$ cat config.mk
export PLATFORM = sky130hd
export DESIGN_NAME = matrix_scanner_flat
export DESIGN_NICKNAME = d
export VERILOG_FILES = /design/src/rtl/charmatrix_pkg.sv /design/src/rtl/matrix_scanner_if.sv /design/src/rtl/matrix_scanner.sv /design/src/flat_wrapper.sv
export SDC_FILE = /design/constraint.sdc
export NUM_CORES = 1
export LEC_CHECK = 0
export BUFFER_PORTS_ARGS = -buffer_cell sky130_fd_sc_hd__buf_4
export CORE_UTILIZATION = 60
export CTS_BUF_LIST = sky130_fd_sc_hd__clkbuf_8
export CTS_CLUSTER_SIZE = 10
export DETAILED_ROUTE_END_ITERATION = 7
export GPL_ROUTABILITY_DRIVEN = 0
export PLACE_DENSITY = 0.82
export SYNTH_ARGS = -nofsm -noshare
export SYNTH_HDL_FRONTEND = slang
export SYNTH_SLANG_ARGS = --single-unit
$ cat constraint.sdc
create_clock -name clk -period 7.8 [get_ports clk]
set_input_delay 1.95 -clock clk [delete_from_list [all_inputs] [get_ports clk]]
set_output_delay 1.95 -clock clk [all_outputs]
set_load 0.03 [all_outputs]
$ cat src/rtl/charmatrix_pkg.sv
// Shared definitions for the 5x7 character matrix: geometry, scan states
// and the row-slice helper used by both the char ROM and the scanner.
package charmatrix_pkg;

    localparam int ROWS    = 7;
    localparam int COLS    = 5;
    localparam int GLYPH_W = 35;
    localparam int ROW_W   = $clog2(ROWS);

    typedef enum logic [1:0] {
        ST_IDLE  = 2'd0,
        ST_BLANK = 2'd1,
        ST_DRIVE = 2'd2
    } scan_state_t;

    // Row r lives in bits [34-5r : 30-5r]; the slice MSB is the leftmost column.
    function automatic logic [COLS-1:0] row_slice(input logic [GLYPH_W-1:0] glyph,
                                                  input logic [ROW_W-1:0]   row);
        logic [COLS-1:0] slice;
        slice = {COLS{1'b0}};
        for (int i = 0; i < ROWS; i++) begin
            if (row == ROW_W'(i)) begin
                slice = glyph[GLYPH_W-1-COLS*i -: COLS];
            end
        end
        return slice;
    endfunction

endpackage

$ cat src/rtl/matrix_scanner_if.sv
// Glyph hand-off channel: a 5x7 bitmap offered with a valid/ready handshake.
interface matrix_scanner_if;
    import charmatrix_pkg::*;

    logic               glyph_valid;
    logic [GLYPH_W-1:0] glyph_data;
    logic               glyph_ready;

    modport master (output glyph_valid, output glyph_data, input glyph_ready);
    modport slave  (input glyph_valid, input glyph_data, output glyph_ready);

endinterface

$ cat src/rtl/matrix_scanner.sv
// 5x7 LED matrix row scanner: double-buffered glyph, anti-ghost blanking
// before every row, glyph swaps only at frame boundaries.
module matrix_scanner
    import charmatrix_pkg::*;
#(
    parameter int DWELL_CYCLES = 1000,
    parameter int BLANK_CYCLES = 16
) (
    input  logic                  clk,
    input  logic                  rst,
    input  logic                  enable,
    matrix_scanner_if.slave       glyph,
    output logic [ROWS-1:0]       row_sel,
    output logic [COLS-1:0]       col_data,
    output logic                  frame_start
);

    localparam int CNT_MAX = (DWELL_CYCLES > BLANK_CYCLES) ? DWELL_CYCLES : BLANK_CYCLES;
    localparam int CNT_W   = $clog2(CNT_MAX + 1);

    localparam logic [CNT_W-1:0] BLANK_LAST = CNT_W'(BLANK_CYCLES - 1);
    localparam logic [CNT_W-1:0] DWELL_LAST = CNT_W'(DWELL_CYCLES - 1);
    localparam logic [ROW_W-1:0] LAST_ROW   = ROW_W'(ROWS - 1);

    scan_state_t        state_r;
    logic [ROW_W-1:0]   row_r;
    logic [CNT_W-1:0]   cnt_r;
    logic [GLYPH_W-1:0] pending_r;
    logic               pending_valid_r;
    logic [GLYPH_W-1:0] active_r;
    logic               active_valid_r;
    logic               ready_r;
    logic [ROWS-1:0]    row_sel_r;
    logic [COLS-1:0]    col_data_r;
    logic               frame_start_r;

    scan_state_t        state_s;
    logic [ROW_W-1:0]   row_s;
    logic [CNT_W-1:0]   cnt_s;
    logic               load_s;
    logic               start_s;
    logic               accept_s;
    logic               pending_valid_s;
    logic [GLYPH_W-1:0] active_s;
    logic [ROWS-1:0]    row_sel_s;
    logic [COLS-1:0]    col_data_s;

    // Ready comes straight from a flop, so accept never depends combinationally on valid.
    assign accept_s = glyph.glyph_valid && ready_r;

    // Scan sequencing: next state, row, counter and the pending-to-active swap.
    always_comb begin
        state_s = state_r;
        row_s   = row_r;
        cnt_s   = cnt_r;
        load_s  = 1'b0;
        start_s = 1'b0;
        if (!enable) begin
            state_s = ST_IDLE;
            row_s   = {ROW_W{1'b0}};
            cnt_s   = {CNT_W{1'b0}};
        end else begin
            case (state_r)
                ST_IDLE: begin
                    if (pending_valid_r || active_valid_r) begin
                        state_s = ST_BLANK;
                        row_s   = {ROW_W{1'b0}};
                        cnt_s   = {CNT_W{1'b0}};
                        start_s = 1'b1;
                        load_s  = pending_valid_r;
                    end else begin
                        state_s = ST_IDLE;
                    end
                end
                ST_BLANK: begin
                    if (cnt_r == BLANK_LAST) begin
                        state_s = ST_DRIVE;
                        cnt_s   = {CNT_W{1'b0}};
                    end else begin
                        cnt_s = cnt_r + CNT_W'(1);
                    end
                end
                ST_DRIVE: begin
                    if (cnt_r == DWELL_LAST) begin
                        state_s = ST_BLANK;
                        cnt_s   = {CNT_W{1'b0}};
                        if (row_r == LAST_ROW) begin
                            // Frame boundary: the only point where the displayed glyph may change.
                            row_s   = {ROW_W{1'b0}};
                            start_s = 1'b1;
                            load_s  = pending_valid_r;
                        end else begin
                            row_s = row_r + ROW_W'(1);
                        end
                    end else begin
                        cnt_s = cnt_r + CNT_W'(1);
                    end
                end
                default: begin
                    state_s = ST_IDLE;
                    row_s   = {ROW_W{1'b0}};
                    cnt_s   = {CNT_W{1'b0}};
                end
            endcase
        end
    end

    // Buffer bookkeeping and the display values for the upcoming cycle.
    always_comb begin
        pending_valid_s = pending_valid_r;
        if (accept_s) begin
            pending_valid_s = 1'b1;
        end else if (load_s) begin
            pending_valid_s = 1'b0;
        end else begin
            pending_valid_s = pending_valid_r;
        end
        active_s   = load_s ? pending_r : active_r;
        row_sel_s  = {ROWS{1'b0}};
        col_data_s = {COLS{1'b0}};
        if (state_s == ST_DRIVE) begin
            row_sel_s  = {{(ROWS-1){1'b0}}, 1'b1} << row_s;
            col_data_s = row_slice(active_s, row_s);
        end else begin
            row_sel_s  = {ROWS{1'b0}};
            col_data_s = {COLS{1'b0}};
        end
    end

    // State, buffers and registered outputs; reset darkens the display at once.
    always_ff @(posedge clk or posedge rst) begin
        if (rst) begin
            state_r         <= ST_IDLE;
            row_r           <= {ROW_W{1'b0}};
            cnt_r           <= {CNT_W{1'b0}};
            pending_r       <= {GLYPH_W{1'b0}};
            pending_valid_r <= 1'b0;
            active_r        <= {GLYPH_W{1'b0}};
            active_valid_r  <= 1'b0;
            ready_r         <= 1'b1;
            row_sel_r       <= {ROWS{1'b0}};
            col_data_r      <= {COLS{1'b0}};
            frame_start_r   <= 1'b0;
        end else begin
            state_r         <= state_s;
            row_r           <= row_s;
            cnt_r           <= cnt_s;
            pending_valid_r <= pending_valid_s;
            ready_r         <= !pending_valid_s;
            if (accept_s) begin
                pending_r <= glyph.glyph_data;
            end
            if (load_s) begin
                active_r       <= pending_r;
                active_valid_r <= 1'b1;
            end
            row_sel_r     <= row_sel_s;
            col_data_r    <= col_data_s;
            frame_start_r <= start_s;
        end
    end

    assign glyph.glyph_ready = ready_r;
    assign row_sel           = row_sel_r;
    assign col_data          = col_data_r;
    assign frame_start       = frame_start_r;

endmodule

$ cat src/flat_wrapper.sv
// flat-port wrapper written by rule: the top's interface ports become plain ports
module matrix_scanner_flat import charmatrix_pkg::*;
#(
    parameter int DWELL_CYCLES = 1000,
    parameter int BLANK_CYCLES = 16
)
  (clk, rst, enable, row_sel, col_data, frame_start, glyph_glyph_valid, glyph_glyph_data, glyph_glyph_ready);
  matrix_scanner_if glyph_i ();
  input  logic clk;
  input  logic rst;
  input  logic enable;
  output logic [ROWS-1:0] row_sel;
  output logic [COLS-1:0] col_data;
  output logic frame_start;
  input wire logic [$bits(glyph_i.glyph_valid)-1:0] glyph_glyph_valid;
  input wire logic [$bits(glyph_i.glyph_data)-1:0] glyph_glyph_data;
  output wire logic [$bits(glyph_i.glyph_ready)-1:0] glyph_glyph_ready;
  assign glyph_i.glyph_valid = glyph_glyph_valid;
  assign glyph_i.glyph_data = glyph_glyph_data;
  assign glyph_glyph_ready = glyph_i.glyph_ready;
  matrix_scanner #(.DWELL_CYCLES(DWELL_CYCLES), .BLANK_CYCLES(BLANK_CYCLES)) u_core (.clk(clk), .rst(rst), .enable(enable), .glyph(glyph_i), .row_sel(row_sel), .col_data(col_data), .frame_start(frame_start));
endmodule
==> impl_metrics.csv, run 1 <==
group,metric,value,unit
logic_synthesis,ys.flop_type,"dfrtp_1",
logic_synthesis,synth_top_area_share,55.9,%
min_path,holdCritPathClass,"reg -> reg",
logic_synthesis,syn-num-nets,387,
timing,setup_tns,0,ps
detailed_routing,vias,2904,
clocking,path_clk_slew,90,ps
worst_setup_path,critical_path.max_fanout,24,
timing,finalMaxSlewViolations,0,
clocking,cts_buffers,9,
timing,whs,505,ps
power,switching_share,27.8,%
worst_setup_path,path_class,"in -> reg",
placement,place_area,4930,um2
global_routing,antenna_found_initial,0,
placement,io_buffers,52,
power,power_density,309,nW/um2
final_layout,layout-drive-gt1-share,39.2,%
detailed_routing,wire_per_inst,16.6,um
detailed_routing,drc,0,
floorplan,pin_count,53,
worst_setup_path,critPathMaxStageDelay,720,ps
final_layout,antenna_cells,0,
power,clkPwrFrac,23.5,%
logic_synthesis,synth-edff-count,0,
logic_synthesis,synth-seq-cells,101,
timing,timing.fmax,0.245,GHz
logic_synthesis,syn_area_per_cell,13.1,um2
global_routing,grt_pass1_wl,14000,um
floorplan,chipWidth,88.4,um
clocking,clockRootBuffer,"clkbuf_8",
global_routing,grt_usage,23.8,%
clocking,cts_setup_buffers,0,
logic_synthesis,async_flop_share,100,%
detailed_routing,routed_wl,8280,um
clocking,cts_tree,"built",
worst_setup_path,cpMaxStageDelayCell,"nand2_1",
timing,finalHoldViolations,0,
final_layout,area_delta_synth_final,15.3,%
clocking,h-tree-depth,3,
power,intPower,1.15,mW
final_layout,finalNonFillerCells,500,
timing,tightest_slew,1010,ps
global_routing,grt_pass1_vias,2890,
clocking,clk_path_buf_depth,2,
worst_setup_path,start_kind,"input pin",
timing,fin_crit_sh,52.4,%
clocking,cts.sinks,101,
clocking,cts_hold_repair.buffers,0,
timing,skew,10.0,ps
global_routing,grt_max_degree,85,
placement,post-place-cells,484,
detailed_routing,dr.first_iter.drc_count,214,
placement,post-dp-hpwl,5600,um
worst_setup_path,end_kind,"flop",
power,leakagePower,2.31,nW
floorplan,core,7250,um2
timing,setup_viol,0,
logic_synthesis,synthTopCellsByArea,"dfrtp_1 (56%), mux2_2 (19%), mux2i_1 (2.0%)",
timing,slew_headroom,32.8,%
power,peakVddDrop,0.000174,V
detailed_routing,drt_pre_antenna_iters,4,
timing,rsz0062_at_grt,"no",
logic_synthesis,synth_most_common_cell,"dfrtp_1",
detailed_routing,vias_per_cell,5.81,
logic_synthesis,synth_area,4480,um2
logic_synthesis,ys_types,58,
logic_synthesis,ys_seq_area_share,56.5,%
floorplan,start_util,61.8,%
timing,period_needed,4080,ps
logic_synthesis,synth_top_area_cell,"dfrtp_1",
worst_setup_path,worstPathArrival,4330,ps
detailed_routing,final_antenna_net_count,0,
floorplan,num_rows,31,
outcome,status,"finished, final reports clean",
power,pwr-share-comb,26.6,%
clocking,clkLatencyLatePin,370,ps
final_layout,fin_area,5160,um2
clocking,cts.repair.resized,0,
floorplan,dieArea,7820,um2
worst_setup_path,path_cells,"buf_4 -> nor2b_1 -> o21a_1 -> o21ai_0 -> nand2_1 -> mux2i_1 -> mux2_2 -> a2111oi_0",
worst_setup_path,crit_required,8050,ps
power,p_switching,0.443,mW
run,cap_violations,0,
power,seqPwrFrac,49.8,%
global_routing,grt_overflow,0,
floorplan,die_h,88.4,um
final_layout,final_net_count,440,
logic_synthesis,synth_common_cells,"dfrtp_1 (100), mux2_2 (75), nand2_1 (24)",
logic_synthesis,synth_cells,343,
logic_synthesis,ys_warn_count,0,
[critical path: cells and delay by family]
family / cells / cell delay [ps]
muxes: 2 / 470
and+or+nand+nor: 2 / 1050
buffers and inverters: 1 / 140
AOI/OAI and AO/OA: 3 / 710
[power by group through the flow]
| stage | Clock (mW) | Combinational [mW] | Sequential (mW) |
|---|---|---|---|
| after CTS | 0.381 | 0.429 | 0.797 |
| after detailed placement | 0 | 0.424 | 0.808 |
| after floorplan | 0 | 0.339 | 0.780 |
| final | 0.375 | 0.425 | 0.795 |
| after global placement | 0 | 0.414 | 0.797 |
| after global routing | 0.403 | 0.467 | 0.816 |
[cell type report]
cell class | instances | area (um2)
Fill cell | 517 | 2090
Clock buffer | 10 | 138
Inverter | 8 | 32.5
Clock inverter | 6 | 92.6
Timing Repair Buffer | 55 | 413
Multi-Input combinational cell | 221 | 1840
Tap cell | 99 | 124
Sequential cell | 101 | 2530
[cell families (layout without fill, tap and decap cells)]
kind of cell             count (synthesis)  in the layout  synth area share, %
AO/OA/AOI/OAI                           53             53                 8.88
XOR/XNOR                                 1              1                0.196
adder cells (fa/ha/maj)                  5              5                 1.40
buffers and inverters                   21             79                 2.57
flip-flops                             101            101                 56.5
multiplexers                            84             84                 20.9
AND/OR/NAND/NOR                         78             78                 9.64
[stage by stage]
| stage | power [mW] | setup slack (ps) | util (%) |
|---|---|---|---|
| after floorplan | 1.12 | 3200 | - |
| after global placement | 1.21 | 3530 | 68.0 |
| after detailed placement | 1.23 | 3330 | 68.0 |
| after CTS | 1.61 | 3700 | 71.2 |
| after global routing | 1.69 | 3370 | 71.2 |
| final | 1.60 | 3720 | 71.2 |
[state kept, by name, summed over array words and instances, names as in the netlist]
name / count
u_core.frame_start: 1
u_core.col_data: 5
u_core.state_r: 2
u_core.pending_r: 35
u_core.pending_valid_r: 1
u_core.glyph.glyph_ready: 1
u_core.row_sel: 7
u_core.active_r: 35
u_core.row_r: 3
u_core.cnt_r: 10
u_core.active_valid_r: 1
[worst paths after layout]
| check | from | endpoint | slack, ps | cells after the start |
|---|---|---|---|---|
| max | enable | u_core.col_data[3] | 3720 | 8 |
| min | u_core.active_r[15] | u_core.active_r[15] | 500 | 1 |
| max reg2reg | u_core.state_r[1] | u_core.col_data[3] | 4520 | 9 |
| min reg2reg | u_core.active_r[15] | u_core.active_r[15] | 500 | 1 |
| max in group asynchronous | rst | u_core.active_r[7] | 5050 | 3 |
| min in group asynchronous | rst | u_core.pending_r[18] | 1500 | 2 |
[per-layer routing]
| layer | share of wire (%) | track usage (%) | wire, um | vias to the layer above |
|---|---|---|---|---|
| met5 | 0 | 0 | 0 | - |
| met4 | 1.7 | 7.33 | 138 | 0 |
| met3 | 4.1 | 4.66 | 338 | 14 |
| met2 | 50 | 39.1 | 4120 | 73 |
| met1 | 44 | 32.3 | 3680 | 1460 |
| li1 | - | - | - | 1357 |
[placed cells by master, fill, tap and decap left out, types with 3 or more instances in the layout]
cell,count
nor2_1,13
nand3_1,7
inv_1,8
o31ai_1,3
o211a_1,3
nor4_1,3
a21oi_1,4
a211oi_1,3
buf_4,55
o21a_1,3
dfrtp_1,100
mux2i_1,9
mux2_2,75
nand2_1,24
ha_1,5
clkbuf_8,10
o21ai_0,14
nand4b_1,4
and2_1,3
nand2b_1,4
(Power assumes the default switching activity.)
==> inputs of run 2 (changes only) <==
--- a/config.mk
+++ b/config.mk
@@ -6,12 +6,12 @@
 export NUM_CORES = 1
 export LEC_CHECK = 0
 export BUFFER_PORTS_ARGS = -buffer_cell sky130_fd_sc_hd__buf_4
-export CORE_UTILIZATION = 60
+export CORE_UTILIZATION = 54
 export CTS_BUF_LIST = sky130_fd_sc_hd__clkbuf_8
 export CTS_CLUSTER_SIZE = 10
 export DETAILED_ROUTE_END_ITERATION = 7
 export GPL_ROUTABILITY_DRIVEN = 0
-export PLACE_DENSITY = 0.82
+export PLACE_DENSITY = 0.78
 export SYNTH_ARGS = -nofsm -noshare
 export SYNTH_HDL_FRONTEND = slang
 export SYNTH_SLANG_ARGS = --single-unit
==> constraint.sdc (replaced) <==
create_clock -name clk -period 3.38 [get_ports clk]
set_input_delay 0.845 -clock clk [delete_from_list [all_inputs] [get_ports clk]]
set_output_delay 0.845 -clock clk [all_outputs]
set_load 0.03 [all_outputs]
==> run 2 against run 1 <==
  * Via count fell by 2.1%
  * Final cell count up 1.4%
  * Worst setup slack got worse by 3200 ps
  * Count of clock-buffer cells in the layout is 1 lower
  * Total power up 130%
  * Clock skew increased by 3.9 ps
  * Combinational power grew 130%
  * Non-clock buffer count increased by 4
  * Sequential power up 130%
  * Highest routed layer unchanged
  * Critical path type is now reg -> reg
==> impl_metrics.csv, run 2 (same netlist as run 1, synthesis figures left out) <==
group,metric,value,unit
outcome,status,"finished, final reports clean",
final_layout,mostFrequentLayoutCell,"dfrtp_1",
power,peakVddDrop,0.000372,V
worst_setup_path,end_kind,"flop",
timing,setup_viol,0,
detailed_routing,drc,0,
global_routing,grt_pass1_vias,2921,
final_layout,finalNonFillerCells,507,
clocking,cts.repair.resized,0,
worst_setup_path,critical_path.max_fanout,37,
global_routing,grt_usage,22.1,%
placement,io_buffers,52,
power,leakagePower,2.32,nW
clocking,cts_setup_buffers,0,
min_path,holdCritPathClass,"reg -> reg",
detailed_routing,vias_per_cell,5.61,
timing,rsz0062_at_grt,"no",
final_layout,final_net_count,444,
clocking,clkLatencyLatePin,370,ps
clocking,cts.sinks,101,
timing,timing.fmax,0.354,GHz
detailed_routing,routed_wl,8440,um
clocking,cts_hold_repair.buffers,0,
floorplan,core,7890,um2
final_layout,fill_cells,615,
worst_setup_path,crit_required,3640,ps
timing,setup_tns,0,ps
placement,place_area,4990,um2
timing,finalHoldViolations,0,
timing,skew,13.9,ps
power,power_density,693,nW/um2
timing,fin_crit_sh,83.5,%
timing,period_needed,2820,ps
placement,post-dp-hpwl,6040,um
worst_setup_path,worstPathArrival,3080,ps
timing,finalMaxSlewViolations,0,
final_layout,final_cell_mix,"dfrtp_1 (100), mux2_2 (75), buf_4 (57), nand2_1 (24), o21ai_0 (14)",
placement,post-place-cells,491,
global_routing,grt_max_degree,53,
global_routing,grt_overflow,0,
detailed_routing,final_antenna_net_count,0,
worst_setup_path,path_class,"reg -> reg",
floorplan,die_h,93.1,um
final_layout,antenna_cells,0,
clocking,path_clk_slew,100,ps
worst_setup_path,start_kind,"flop",
floorplan,pin_count,53,
clocking,cts_tree,"built",
detailed_routing,drt_pre_antenna_iters,4,
timing,slew_headroom,55.4,%
detailed_routing,vias,2844,
global_routing,grt_pass1_wl,14600,um
clocking,clk_path_buf_depth,2,
run,cap_violations,0,
clocking,clockRootBuffer,"clkbuf_8",
final_layout,top_regs,"u_core.active_r x35, u_core.pending_r x35, u_core.cnt_r x10",
detailed_routing,dr.first_iter.drc_count,161,
final_layout,area_delta_synth_final,15.9,%
timing,tightest_slew,667,ps
floorplan,start_util,56.8,%
clocking,cts_buffers,9,
floorplan,dieArea,8660,um2
floorplan,chipWidth,93.1,um
global_routing,antenna_found_initial,0,
floorplan,num_rows,32,
clocking,h-tree-depth,3,
final_layout,fin_area,5190,um2
final_layout,layout-drive-gt1-share,39.8,%
detailed_routing,wire_per_inst,16.7,um
==> run 2: cell types whose count changed in the layout (fill, tap and decap cells not counted) <==
cell,change
clkbuf_8,-1
buf_12,+2
buf_4,+2
clkinv_2,+2
clkinvlp_4,+1
inv_6,-1
bufinv_16,-1
inv_4,-1
clkinv_4,+1
==> run 2: through the flow <==
stage	power, mW	worst slack (ps)	hold slack [ps]	utilization (%)
2_1_floorplan	2.58	766	463	-
3_3_place_gp	2.82	544	478	63.3
3_5_place_dp	2.86	469	484	63.3
4_1_cts	3.63	526	507	65.8
5_1_grt	3.81	313	518	65.8
6_report	3.59	559	504	65.8
==> run 2: path summary, 6_finish.rpt <==
kind | slack (ps) | endpoint | cells past startpoint | start
min in group asynchronous | 570 | u_core.pending_r[15] | 2 | rst
max reg2reg | 560 | u_core.col_data[2] | 10 | u_core.state_r[0]
min reg2reg | 500 | u_core.active_r[29] | 1 | u_core.active_r[29]
min | 500 | u_core.active_r[29] | 1 | u_core.active_r[29]
max | 560 | u_core.col_data[2] | 10 | u_core.state_r[0]
max in group asynchronous | 2100 | u_core.glyph.glyph_ready | 3 | rst
==> run 2: report_power, final <==
group | total, mW | switching (mW) | leakage (nW) | internal [mW]
clock network | 0.766 | 0.420 | 0.107 | 0.346
logic | 0.991 | 0.423 | 0.968 | 0.569
registers | 1.84 | 0.182 | 1.25 | 1.66
total | 3.59 | 1.02 | 2.32 | 2.57
==> run 2: cell type report <==
type / count / area [um2] / area share (%)
Timing Repair Buffer: 59 / 468 / 9.02
Tap cell: 102 / 128 / 2.46
Sequential cell: 101 / 2530 / 48.7
Clock buffer: 9 / 124 / 2.39
Multi-Input combinational cell: 221 / 1840 / 35.4
Inverter: 8 / 33.8 / 0.651
Clock inverter: 7 / 72.6 / 1.40
==> run 2: per-layer routing <==
metal	vias up	track usage (%)	part of all wire, %
li1	1360	-	-
met1	1409	29.9	46
met2	64	35.3	49
met3	11	6.10	4.0
met4	0	5.64	1.2
met5	-	0	0
==> run 2: worst max-delay path: stages (launching register included) <==
cell      delay (ps)
dfrtp_1          420
inv_1            100
ha_1             300
nand4b_1         130
nor4_1           290
o211a_1          230
buf_12           210
mux2_2           370
mux2i_1          170
mux2i_1          100
a221o_1          360
